**src/rtl/core_switch_ctrl.sv**
```systemverilog
// core_switch_ctrl: dual-core master selection with dwell-limited failover,
// operator force commands and switch event reporting.
module core_switch_ctrl #(
  parameter int unsigned HOLD_CYCLES = 1474560,
  parameter bit          PREFER_B    = 1'b0
) (
  input  logic       clk,
  input  logic       rst_n,
  input  logic       alive_a,
  input  logic       alive_b,
  input  logic       force_valid,
  input  logic       force_sel,
  output logic       sel,
  output logic       both_dead,
  output logic       switch_pulse,
  output logic [7:0] switch_count,
  output logic       force_ack,
  output logic       force_nak
);
  typedef enum logic [1:0] {S_A, S_B, S_NONE} state_t;
  state_t      r_state;
  logic        r_sel, r_dead, r_pulse, r_ack, r_nak;
  logic [7:0]  r_cnt;
  logic [31:0] r_hold;
  logic        w_own, w_oth, w_hold_ok, w_nsel, w_none, w_ack, w_nak, w_sw;
  assign w_hold_ok = (r_hold == 32'd0);
  assign w_sw      = (w_nsel != r_sel);
  // own/other are the current master's and standby's alive levels
  always_comb begin
    w_own  = r_sel ? alive_b : alive_a;
    w_oth  = r_sel ? alive_a : alive_b;
    w_nsel = r_sel;
    w_none = (r_state == S_NONE);
    w_ack  = 1'b0;
    w_nak  = 1'b0;
    if (r_state == S_NONE) begin
      w_nak = force_valid;
      if (alive_a || alive_b) begin
        w_none = 1'b0;
        w_nsel = (alive_a && alive_b) ? PREFER_B : alive_b;
      end
    end else if (!w_own && !w_oth) begin
      w_none = 1'b1;
      w_nak  = force_valid;
    end else if (!w_own && w_hold_ok) begin
      w_nsel = !r_sel;
      w_ack  = force_valid && (force_sel == !r_sel);
      w_nak  = force_valid && (force_sel == r_sel);
    end else if (force_valid) begin
      // a force may override the dwell but never selects a dead core
      w_ack  = (force_sel == r_sel) || w_oth;
      w_nak  = !w_ack;
      w_nsel = w_ack ? force_sel : r_sel;
    end
  end
  always_ff @(posedge clk or negedge rst_n) begin
    if (!rst_n) begin
      r_state <= S_A;
      r_sel   <= 1'b0;
      r_dead  <= 1'b0;
      r_pulse <= 1'b0;
      r_cnt   <= 8'd0;
      r_ack   <= 1'b0;
      r_nak   <= 1'b0;
      r_hold  <= 32'd0;
    end else begin
      r_state <= w_none ? S_NONE : (w_nsel ? S_B : S_A);
      r_sel   <= w_nsel;
      r_dead  <= w_none;
      r_pulse <= w_sw;
      r_cnt   <= (w_sw && r_cnt != 8'hFF) ? r_cnt + 8'd1 : r_cnt;
      r_ack   <= w_ack;
      r_nak   <= w_nak;
      r_hold  <= w_sw ? 32'(HOLD_CYCLES) : (w_hold_ok ? r_hold : r_hold - 32'd1);
    end
  end
  assign sel          = r_sel;
  assign both_dead    = r_dead;
  assign switch_pulse = r_pulse;
  assign switch_count = r_cnt;
  assign force_ack    = r_ack;
  assign force_nak    = r_nak;
endmodule

```
**config.mk**
```make
export PLATFORM = sky130hd
export DESIGN_NAME = core_switch_ctrl
export DESIGN_NICKNAME = d
export VERILOG_FILES = /design/src/rtl/core_switch_ctrl.sv
export SDC_FILE = /design/constraint.sdc
export NUM_CORES = 1
export LEC_CHECK = 0
export ABC_AREA = 1
export BUFFER_PORTS_ARGS = -buffer_cell sky130_fd_sc_hd__buf_2
export CELL_PAD_IN_SITES_DETAIL_PLACEMENT = 1
export CELL_PAD_IN_SITES_GLOBAL_PLACEMENT = 2
export CORE_ASPECT_RATIO = 1.5
export CORE_MARGIN = 8
export CORE_UTILIZATION = 32
export CTS_CLUSTER_DIAMETER = 30
export DETAILED_ROUTE_END_ITERATION = 10
export PLACE_DENSITY_LB_ADDON = 0.2
export RECOVER_POWER = 50
export REMOVE_ABC_BUFFERS = 1
export SKIP_LAST_GASP = 1
export SLEW_MARGIN = 0
export SYNTH_ARGS = -nofsm -noshare
export SYNTH_HDL_FRONTEND = slang
export SYNTH_SLANG_ARGS = --single-unit
```
**constraint.sdc**
```tcl
create_clock -name clk -period 2.49 [get_ports clk]
set_clock_uncertainty 0.05 [all_clocks]
set_input_delay 0.1245 -clock clk [delete_from_list [all_inputs] [get_ports clk]]
set_output_delay 0.1245 -clock clk [all_outputs]
set_load 0.05 [all_outputs]
```
==> flow_summary.ini <==
[global_routing]
antenna_found_initial = 0
grt_overflow_total = 0
grt.total_usage_pct = 13.32
first_global_vias = 2450
grt_max_degree = 47
grt_first_pass_wirelength_um = 12320

[timing]
final_hold_viol_count = 0
fin_tns_setup_ps = 0
drv_slew = 0
slew_headroom_pct = 20.66
period_share_pct = 90.00
finalSetupViolCount = 0
tightest_slew_ps = 1190
fmax_ghz = 0.4462
fin_crit_ps = 2241
rsz0062_at_grt = false

[critical_path]
critPathTopFamily = simple AND/OR/NAND/NOR gates
crit_chain = nor2_2, nand2_1, nor2_1, nand2_1, nor2_8, clkinv_1, nand3_1, nor2_1, buf_4, xnor2_1, nor2_4
crit_arrival_ps = 2380
slowest_delay_ps = 420
path_class = register to register
r2r_end = r_hold[23]
r2r-start = r_hold[12]
cp_num_buf_inv = 2
critPathLaunchType = register
endpoint = r_hold[23]
critPathMaxFanout = 8
reg2reg_slack_ps = 250
cpMaxStageDelayCell = dfrtp_1
critical_path_required_ps = 2620
path_depth = 11
ff2ff_path_depth = 11
setup.worst_path.start = r_hold[12]
worstSetupEndpointType = register

[clocking]
clk_latency_ps = 300
cts_max_path_buffers = 2
cts_tree = done
path_clk_slew_ps = 70
htree_levels = 2
cts.sinks = 46
numCtsBuffers = 5
root_buffer = clkbuf_16

[floorplanning]
ios = 19
dieArea_mm2 = 0.01168
die_x_um = 90.95
core_area_mm2 = 0.008310
rows = 41
fp.dieH_um = 128.4
initial_core_util_pct = 32.45

[layout]
antennaDiodeCount = 0
final_util_pct = 38.32
area_growth_pct = 18.10
num-nets-final = 372
drive_gt1_share_pct = 19.73
nFillCells = 1047

[pwr]
p_leak_uw = 0.001521
powerDensity_mw_per_mm2 = 1057
peakVddDrop_mv = 0.5323

[yosys]
synth_edf_count = 0
ys.flop_type = dfrtp_1
syn_inst = 323
yosys.area.top_type_share_pct = 42.69
syn_avg_cell_area_um2 = 8.348
yosys_warnings = 0
yosys.area.top_type = dfrtp_1
synth_area_leaders = dfrtp_1 (43%), nor2_1 (9.2%), nand2_1 (7.2%)
synth-seq-area-share_pct = 42.69
synth_commonest_cells = nor2_1 (66), nand2_1 (52), dfrtp_1 (46), inv_1 (28), xor2_1 (18)
yosys_register_bits = 46
syn_area_mm2 = 0.002696
synth_cell_types = 31
yosys.cell_count.top_type = nor2_1
ys_async_sr_fraction_pct = 100.0

[drt]
avgViaCountPerCell = 4.714
num_vias = 2225
dr.pass1.iters = 4
ant_nets = 0
drtIter0Drc = 114
wl_per_cell_um = 14.76
drc = 0
finalWirelength_um = 6965

[placed_design]
gp_congestion = 0.7945
dp_hpwl_um = 5405
io_buffers = 18

[run]
drv_cap = 0

[status]
outcome = finished, final reports clean

[hold_path]
hp-class = primary input to register
## flip-flops by register name (all words and copies together), names as in the netlist
signal	flops
both_dead	1
force_ack	1
force_nak	1
r_hold	32
r_state	1
sel	1
switch_count	8
switch_pulse	1
## how the worst min path moves through the flow
stage | endpoint | depth (start not counted) | slack [ps] | start
after floorplan | both_dead | 0 | -220 | rst_n
after global placement | r_hold[9] | 2 | 220 | rst_n
after detailed placement | r_hold[9] | 2 | 220 | rst_n
after CTS | both_dead | 2 | 30 | alive_b
after global routing | both_dead | 2 | 60 | alive_a
final | both_dead | 2 | 60 | alive_a
## repair_timing
item / CTS / global route
gates resized for setup: 0 / 1
hold buffers: 2 / 0
hold endpoints to repair: 47 / 0
setup endpoints to repair: 0 / 20
setup buffers: 0 / 3
## cell type report
class                      instances  area (um^2)  area share [%]
clock inverter                     3        26.28          0.8251
timing repair buffer              38        247.7           7.780
inverter                          31        118.9           3.733
clock buffer                       5        125.1           3.929
sequential                        46         1151           36.15
tap                              107        133.9           4.204
multi-input combinational        242         1381           43.38
## placed cells by master (no fill, tap or decap), types with 12 or more instances in the layout
| cell | n |
|---|---|
| nand2_1 | 52 |
| inv_1 | 28 |
| nand4_1 | 17 |
| nand3_1 | 13 |
| buf_4 | 16 |
| buf_2 | 12 |
| nor2_1 | 66 |
| dfrtp_1 | 46 |
| xnor2_1 | 12 |
| xor2_1 | 18 |
## per-stage QoR
step | cell area (um^2) | hold WS, ps | setup WS (ps) | std cells | power [uW]
finish | 3184 | 55.25 | 248.9 | 472 | 3365
CTS | 3167 | 34.40 | 111.7 | 469 | 3432
global placement | 2995 | 215.9 | 211.3 | 459 | 2666
floorplan | 2646 | -221.1 | 172.3 | 319 | 2198
detailed placement | 2995 | 221.7 | 114.6 | 459 | 2699
global route | 3184 | 64.69 | 17.26 | 472 | 3633
## power by group
| part | internal (uW) | leakage (uW) | switching [uW] | total, uW |
|---|---|---|---|---|
| logic | 550 | 0.000848 | 1070 | 1620 |
| clock network | 384 | 0.0000752 | 322 | 706 |
| registers | 890 | 0.000597 | 152 | 1040 |
## metal layers
layer	part of all wire, %	GRT usage (%)
met5	0	0
met3	2.3	2.855
met2	56	25.15
met1	39	13.56
met4	2.2	6.292
## cell families after synthesis
family,after synthesis,synth area share (%)
flip-flops,46,42.69
AO/OA/AOI/OAI,14,3.016
AND/OR/NAND/NOR,196,37.36
XOR/XNOR,30,9.745
adder cells (fa/ha/maj),2,0.9279
buffers and inverters,35,6.264
## worst reg2reg max path: cells and delay by family, from the launching register on
kind | cells | cell delay (ps)
simple gates | 8 | 1100
flops | 1 | 420
buf+inv | 2 | 330
xor+xnor | 1 | 220
Note: power is estimated with default switching activity, not from simulation.
